File: config.mk
export PLATFORM = sky130hd
export DESIGN_NAME = dmem_controller
export DESIGN_NICKNAME = d
export VERILOG_FILES = /design/src/rtl/cpu_pkg.sv /design/src/rtl/dmem_controller.sv
export SDC_FILE = /design/constraint.sdc
export NUM_CORES = 1
export LEC_CHECK = 0
export ABC_AREA = 1
export BUFFER_PORTS_ARGS = -buffer_cell sky130_fd_sc_hd__buf_2
export CORE_MARGIN = 3
export CORE_UTILIZATION = 46
export CTS_CLUSTER_DIAMETER = 80
export CTS_CLUSTER_SIZE = 30
export DETAILED_ROUTE_END_ITERATION = 10
export PLACE_DENSITY = 0.78
export SYNTH_ARGS = -nofsm -noshare
export SYNTH_HDL_FRONTEND = slang
export SYNTH_SLANG_ARGS = --single-unit
File: constraint.sdc
create_clock -name CLK -period 2.1 [get_ports CLK]
set_input_delay 0.105 -clock CLK [delete_from_list [all_inputs] [get_ports CLK]]
set_output_delay 0.105 -clock CLK [all_outputs]
set_load 0.03 [all_outputs]
File: src/rtl/cpu_pkg.sv
// Shared CPU definitions: data-memory controller state encoding and access timeout.
package cpu_pkg;

  typedef enum logic [1:0] {
    S_IDLE   = 2'd0,
    S_ACCESS = 2'd1,
    S_FINISH = 2'd2
  } dmem_state_t;

  localparam int DMEM_TIMEOUT = 15;

endpackage

File: src/rtl/dmem_controller.sv
// Data-memory controller: turns CPU load/store requests into registered memory
// strobes, stalls the CPU while the memory is busy, and aborts hung accesses.
module dmem_controller
  import cpu_pkg::*;
#(
  parameter int TIMEOUT = DMEM_TIMEOUT
) (
  input  logic       CLK,
  input  logic       RESET,
  input  logic       READ,
  input  logic       WRITE,
  input  logic [7:0] ADDRESS,
  input  logic [7:0] WRITEDATA,
  output logic [7:0] READDATA,
  output logic       BUSYWAIT,
  output logic       MEM_READ,
  output logic       MEM_WRITE,
  output logic [7:0] MEM_ADDRESS,
  output logic [7:0] MEM_WRITEDATA,
  input  logic [7:0] MEM_READDATA,
  input  logic       MEM_BUSYWAIT,
  output logic       ERROR,
  output logic [1:0] DEBUG_STATE
);

  // Handshake: the CPU holds READ or WRITE as a level until BUSYWAIT falls; the
  // single low-BUSYWAIT FINISH cycle is the completion beat, and READDATA is valid
  // from that cycle on. Requests seen during FINISH are ignored.

  dmem_state_t state, next_state;
  logic [3:0]  cnt;
  logic        req_one;
  logic        req_both;
  logic        mem_done;
  logic        cnt_last;

  assign req_one  = READ ^ WRITE;
  assign req_both = READ & WRITE;
  // The first ACCESS cycle ignores MEM_BUSYWAIT: the memory has not yet seen the strobe.
  assign mem_done = (cnt != 4'd0) && !MEM_BUSYWAIT;
  assign cnt_last = (int'(cnt) + 1) >= TIMEOUT;

  always_ff @(posedge CLK) begin
    if (!RESET) state <= S_IDLE;
    else        state <= next_state;
  end

  always_comb begin
    next_state = state;
    case (state)
      S_IDLE:   if (req_one) next_state = S_ACCESS;
      S_ACCESS: if (mem_done || cnt_last) next_state = S_FINISH;
      S_FINISH: next_state = S_IDLE;
      default:  next_state = S_IDLE;
    endcase
  end

  always_comb begin
    BUSYWAIT    = 1'b0;
    DEBUG_STATE = state;
    case (state)
      S_IDLE:   BUSYWAIT = RESET & req_one;
      S_ACCESS: BUSYWAIT = RESET;
      default:  BUSYWAIT = 1'b0;
    endcase
  end

  always_ff @(posedge CLK) begin
    if (!RESET) begin
      MEM_READ      <= 1'b0;
      MEM_WRITE     <= 1'b0;
      MEM_ADDRESS   <= 8'h00;
      MEM_WRITEDATA <= 8'h00;
      READDATA      <= 8'h00;
      ERROR         <= 1'b0;
      cnt           <= 4'd0;
    end else begin
      case (state)
        S_IDLE: begin
          if (req_one) begin
            MEM_ADDRESS   <= ADDRESS;
            MEM_WRITEDATA <= WRITEDATA;
            MEM_READ      <= READ;
            MEM_WRITE     <= WRITE;
            cnt           <= 4'd0;
          end else if (req_both) begin
            ERROR <= 1'b1;
          end
        end
        S_ACCESS: begin
          // Completion is tested first so a late reply on the last cycle still succeeds.
          if (mem_done) begin
            if (MEM_READ) READDATA <= MEM_READDATA;
            MEM_READ  <= 1'b0;
            MEM_WRITE <= 1'b0;
          end else if (cnt_last) begin
            ERROR <= 1'b1;
            if (MEM_READ) READDATA <= 8'h00;
            MEM_READ  <= 1'b0;
            MEM_WRITE <= 1'b0;
          end else begin
            cnt <= cnt + 4'd1;
          end
        end
        default: ;
      endcase
    end
  end

endmodule

# Yosys cells after proc, flatten, opt, wreduce, memory -nomap -nowiden
# Cells that the tools add are included.
[totals] out_inout_bits=30 register_bits=33 wordCells=61 input_bits=29
[op_classes] n_eq_ne=11 magnitude_cmp=1 muxes=23 n_reduce_logical=13 addsub=2 bitwise_logic=3
[ops] op="8-bit two-way mux" n=4
[ops] op="2-bit != test (second input constant)" n=9
[ops] op="4-bit two-way mux" n=3
[ops] op="1-bit two-way mux" n=8
[ops] op="1-bit case mux with 2 select lines" n=4
[ops] op="4-bit case mux with 2 select lines" n=1
[ops] op="4-bit AND reduction" n=2
[ops] op="4-bit by 1-bit adder with 5-bit output (second input constant)" n=1
[ops] op="5-bit by 4-bit greater-or-equal comparator with 1-bit output (second input constant)" n=1
[ops] op="5-bit AND reduction" n=1
[ops] op="4-bit by 1-bit adder with 4-bit output (second input constant)" n=1
[ops] op="2-bit two-way mux" n=2
[ops] op="2-bit case mux with 2 select lines" n=1
[ops] op="2-bit AND reduction" n=2
[ops] op="2-bit nonzero test" n=2
[ops] op="4-bit nonzero test" n=1
[ops] op="3-bit != test (second input constant)" n=1
[ops] op="3-bit AND reduction" n=1
[ops] op="1-bit AND" n=2
[ops] op="2-bit by 1-bit == test with 1-bit output (second input constant)" n=1
[ops] op="2-bit zero test" n=1
[ops] op="1-bit logical AND" n=1
[ops] op="1-bit zero test" n=1
[ops] op="1-bit logical OR" n=1
[ops] op="1-bit XOR" n=1

# Longest topological paths before layout
[logic_depth] depth_word=5 depth_mapped=10 mapped_depth_nobuf=10

# Worst setup path before layout
# No wires, ideal clock.
[synth_path] path_type="register to register" startpoint="reg cnt[0]" endpoint="reg cnt[2]" setup_time_ns=0.067 t_arrival_ns=1.476 t_required_ns=2.033 period_less_slack_ns=1.543 path_stages_with_launch=9 setup_slack_ns=0.557 n_path_buf=0 path_cell_list="dfxtp_1 > inv_1 > ha_1 > a21oi_1 > nor2_1 > nand2_2 > nand4_4 > or2_1 > a21oi_2"
[synth_between] elab_chain_cells=4 elab_cells_between_ends=11 cone_classes="2 x add/sub; 1 x order compare; 2 x eq/ne; 3 x mux; 3 x reduce/logical"
[synth_lines] item="from (decl)" line_no="dmem_controller.sv:31" text="logic [3:0] cnt;"
[synth_lines] item="from (signal assigned)" line_no="dmem_controller.sv:102" text="cnt <= cnt + 4'd1;"
[synth_lines] item="4-bit by 1-bit adder with 5-bit output, or another cell as far along" line_no="dmem_controller.sv:41" text="assign cnt_last = (int'(cnt) + 1) >= TIMEOUT;"
[synth_lines] item="5-bit by 4-bit greater-or-equal comparator with 1-bit output, or another cell as far along" line_no="dmem_controller.sv:41"
[synth_lines] item="2-bit != test (no line) / 4-bit two-way mux (equally long branches)"
[synth_lines] item="4-bit AND reduction (no line) / 4-bit case mux with 2 select lines (equally long branches)"
# Several ways; a longest one is shown, not always the timed one. The select of a mux whose other input is x is not followed.
# A chain may end at the register's enable or synchronous reset.

# Worst setup path in the final report
[layout_path] startpoint="reg cnt[0]" endpoint="reg READDATA[4]"
[layout_between] elab_chain_cells=4 elab_cells_between_ends=9 cone_classes="1 x add/sub; 1 x order compare; 2 x eq/ne; 1 x mux; 4 x reduce/logical"
[layout_lines] item="4-bit by 1-bit adder with 5-bit output / 4-bit nonzero test (equally long branches)" line_no="dmem_controller.sv:41, dmem_controller.sv:40"
[layout_lines] item="5-bit by 4-bit greater-or-equal comparator with 1-bit output / 1-bit logical AND (equally long branches)" line_no="dmem_controller.sv:41, dmem_controller.sv:40"
[layout_lines] item="2-bit != test (no line) / 2-bit nonzero test (equally long branches)"
[layout_lines] item="4-bit AND reduction (no line)"
[layout_lines] item="to (signal assigned)" line_no="dmem_controller.sv:74" text="READDATA <= 8'h00;"
[layout_lines] item="to (signal assigned)" line_no="dmem_controller.sv:93" text="if (MEM_READ) READDATA <= MEM_READDATA;"
[layout_lines] item="to (signal assigned)" line_no="dmem_controller.sv:98" text="if (MEM_READ) READDATA <= 8'h00;"
[layout_lines] item="to (decl)" line_no="dmem_controller.sv:14" text="output logic [7:0] READDATA,"
# Several ways; a longest one is shown, not always the timed one.

==> results.py <==
metrics = {
    "logic_synthesis": {
        "synth-adder-area-share": 0.0369,
        "synth_flop_cell": "dfxtp_1",
        "synth_xor_area_frac": 0,
        "synth-seq-cells": 33,
        "syn-mean-instance-area_um2": 7.66,
        "synthSimpleGateAreaFrac": 0.277,
        "yosysTopAreaCell": "dfxtp_1",
        "synth_cell_type_count": 21,
        "synth.most_common_cell": "nor2_1",
        "synth-compound-area-share": 0.145,
        "yosysWarningCount": 0,
        "synth-seq-area-share": 0.488,
        "async_flop_share": 0,
        "syn_nets": 210,
        "syn_inst": 177,
        "synth_edf_count": 0,
        "synth_top_area_share": 0.488,
        "synth_area_um2": 1360,
        "synth_common_cells": "nor2_1 (36), dfxtp_1 (33), nand2_1 (24), nand3_1 (17), o21ai_0 (17)",
        "synth.area.mux_share": 0,
        "synth_area_leaders": "dfxtp_1 (49%), nor2_1 (10%), nand2_1 (6.6%), nand3_1 (6.3%), o21ai_0 (6.3%)",
        "synth_top_family_by_area": "simple AND/OR/NAND/NOR gates",
    },
    "placed_design": {
        "dp_slack_ns": 0.404,
        "numPortBuffers": 58,
        "routabilityCongestion": 0.890,
        "hpwl_um": 2200,
    },
    "timing": {
        "rsz0062_at_grt": "no",
        "worst_slack_ns": 0.378,
        "maxSlewViolCount": 0,
        "max_slew_margin": 0.684,
        "clock_skew_ns": 0.00957,
        "hold_viol_final": 0,
        "tightestPinTransition_ns": 0.471,
        "setup-tns-final_ns": 0,
        "clock.fmax_mhz": 581,
        "period_needed_ns": 1.72,
        "setup_violations": 0,
        "fin_crit_sh": 0.820,
    },
    "finish": {
        "nFillCells": 258,
        "antennaDiodeCount": 0,
        "nets": 269,
        "final_layout_size_suffix_gt1_frac": 0.312,
        "syn_to_final_growth_pct": 26.9,
    },
    "drt": {
        "vias_per_cell": 4.78,
        "drtIter0Drc": 83,
        "drc_errors": 0,
        "wl_per_cell_um": 10.9,
        "ant_nets": 0,
        "routed_wl_um": 2930,
        "drtPass1Iterations": 4,
        "vias": 1281,
    },
    "floorplan": {
        "dieArea_um2": 3630,
        "start_util": 0.487,
        "rows": 19,
        "core_um2": 2780,
        "pin_count": 59,
        "dieWidth_um": 60.3,
        "die_h_um": 60.3,
    },
    "clocking": {
        "postCtsSetupBuffers": 0,
        "cts_tree": "yes",
        "ctsHoldBuffers": 0,
        "clkLatencyLatePin_ns": 0.33,
        "clk_pin_slew_worst_paths_ns": 0.10,
        "htreeDepth": 2,
        "cts_buffers": 5,
        "cts_root_buffer": "clkbuf_4",
        "clk_path_buf_depth": 2,
        "cts_sinks": 33,
        "ctsResizeCount": 0,
    },
    "worst_setup_path": {
        "worstPathCellList": "inv_1 -> ha_1 -> a21oi_1 -> nor2_1 -> nand2_2 -> nand2_2 -> o21ai_4 -> nand2_1 -> a21oi_1",
        "cp.depth": 9,
        "crit_path_max_incr_delay_ns": 0.40,
        "startpoint_type": "register",
        "crit_path_end_kind": "register",
        "r2r_start": "cnt[0]",
        "crit_fanout": 8,
        "critical_path_arrival_ns": 1.98,
        "cp-startpoint": "cnt[0]",
        "reg2regPathDepth": 9,
        "cp_slowest_cell": "dfxtp_1",
        "path_delay_family": "compound AO/OA/AOI/OAI gates",
        "required_ns": 2.36,
        "path_buf_inv": 1,
        "critPathKind": "register to register",
    },
    "grt": {
        "grt_max_degree": 21,
        "grt_pass1_vias": 998,
        "grt_usage": 0.161,
        "antenna_found_initial": 0,
        "grt_pass1_wl_um": 4350,
        "grt-ovfl-total": 0,
    },
    "pwr": {
        "p_leak_nw": 0.830,
        "powerDensity_nw_per_um2": 828,
        "peakVddDrop_v": 0.000801,
    },
    "worst_hold_path": {
        "min-delay-start": "WRITEDATA[3]",
        "hold_class": "input port to register",
        "whs_path_depth": 3,
    },
    "run_status": {
        "status": "finished, final reports clean",
    },
    "flow_run": {
        "max_cap_violations": 0,
    },
}
flip-flops by register name, indices dropped and copies added (netlist names):
name,cells
MEM_READ,1
MEM_ADDRESS,8
MEM_WRITEDATA,8
cnt,4
ERROR,1
MEM_WRITE,1
DEBUG_STATE,2
READDATA,8
report_power, final:
group / switching (W) / internal (W)
Sequential: 0.0000307 / 0.000682
Combinational: 0.000260 / 0.000115
Clock: 0.000209 / 0.000126
Total: 0.000500 / 0.000923
stage by stage:
step,instance area [µm²],hold WS [ns],std cells,utilization,total power [W]
global placement,1660,0.355,260,0.598,0.00110
detailed placement,1660,0.363,260,0.598,0.00110
finish,1720,0.0158,268,0.618,0.00142
floorplan,1360,0.254,177,-,0.000990
global route,1720,0.00455,268,0.618,0.00151
CTS,1720,0.00398,268,0.618,0.00144
path summary, 6_finish.rpt:
kind / endpoint / slack, ns
setup / recovery: READDATA[4] / 0.38
hold / removal: MEM_WRITEDATA[3] / 0.02
setup reg to reg: READDATA[4] / 0.38
hold reg to reg: READDATA[5] / 0.47
cells in the final DEF (no fill, tap or decap), drive strengths merged:
master    instances
or2               1
clkinvlp          1
buf              59
nor2             36
and3              2
nand3            17
inv              11
o21ai            19
nand4             2
ha                4
clkinv            3
dfxtp            33
clkbuf            5
a31oi             1
a21oi            16
nand2            27
area by class of cell:
class                           count  area [µm²]  share of cell area
Timing Repair Buffer               59         298               0.173
Sequential cell                    33         661               0.384
Tap cell                           31        38.8              0.0226
Multi-Input combinational cell    125         622               0.362
Clock inverter                      3        17.5              0.0102
Clock buffer                        5        37.5              0.0218
Inverter                           12        45.0              0.0262
kinds of logic (layout without fill, tap and decap cells):
| group | after synthesis | in the layout |
|---|---|---|
| buf+inv | 19 | 79 |
| compound gates | 36 | 36 |
| fa+ha+maj | 4 | 4 |
| flops | 33 | 33 |
| simple gates | 85 | 85 |
worst min-delay path: stages:
cell	delay, ns
buf_2	0.07
o21ai_0	0.07
nor2_1	0.07
routing by layer:
metal | up-vias | share of wire | track usage
li1 | 695 | - | -
met1 | 535 | 0.45 | 0.206
met2 | 47 | 0.43 | 0.236
met3 | 4 | 0.11 | 0.0842
met4 | 0 | 0.0092 | 0.0475
met5 | - | 0 | 0
No activity file was read; power rests on OpenSTA's default activity.
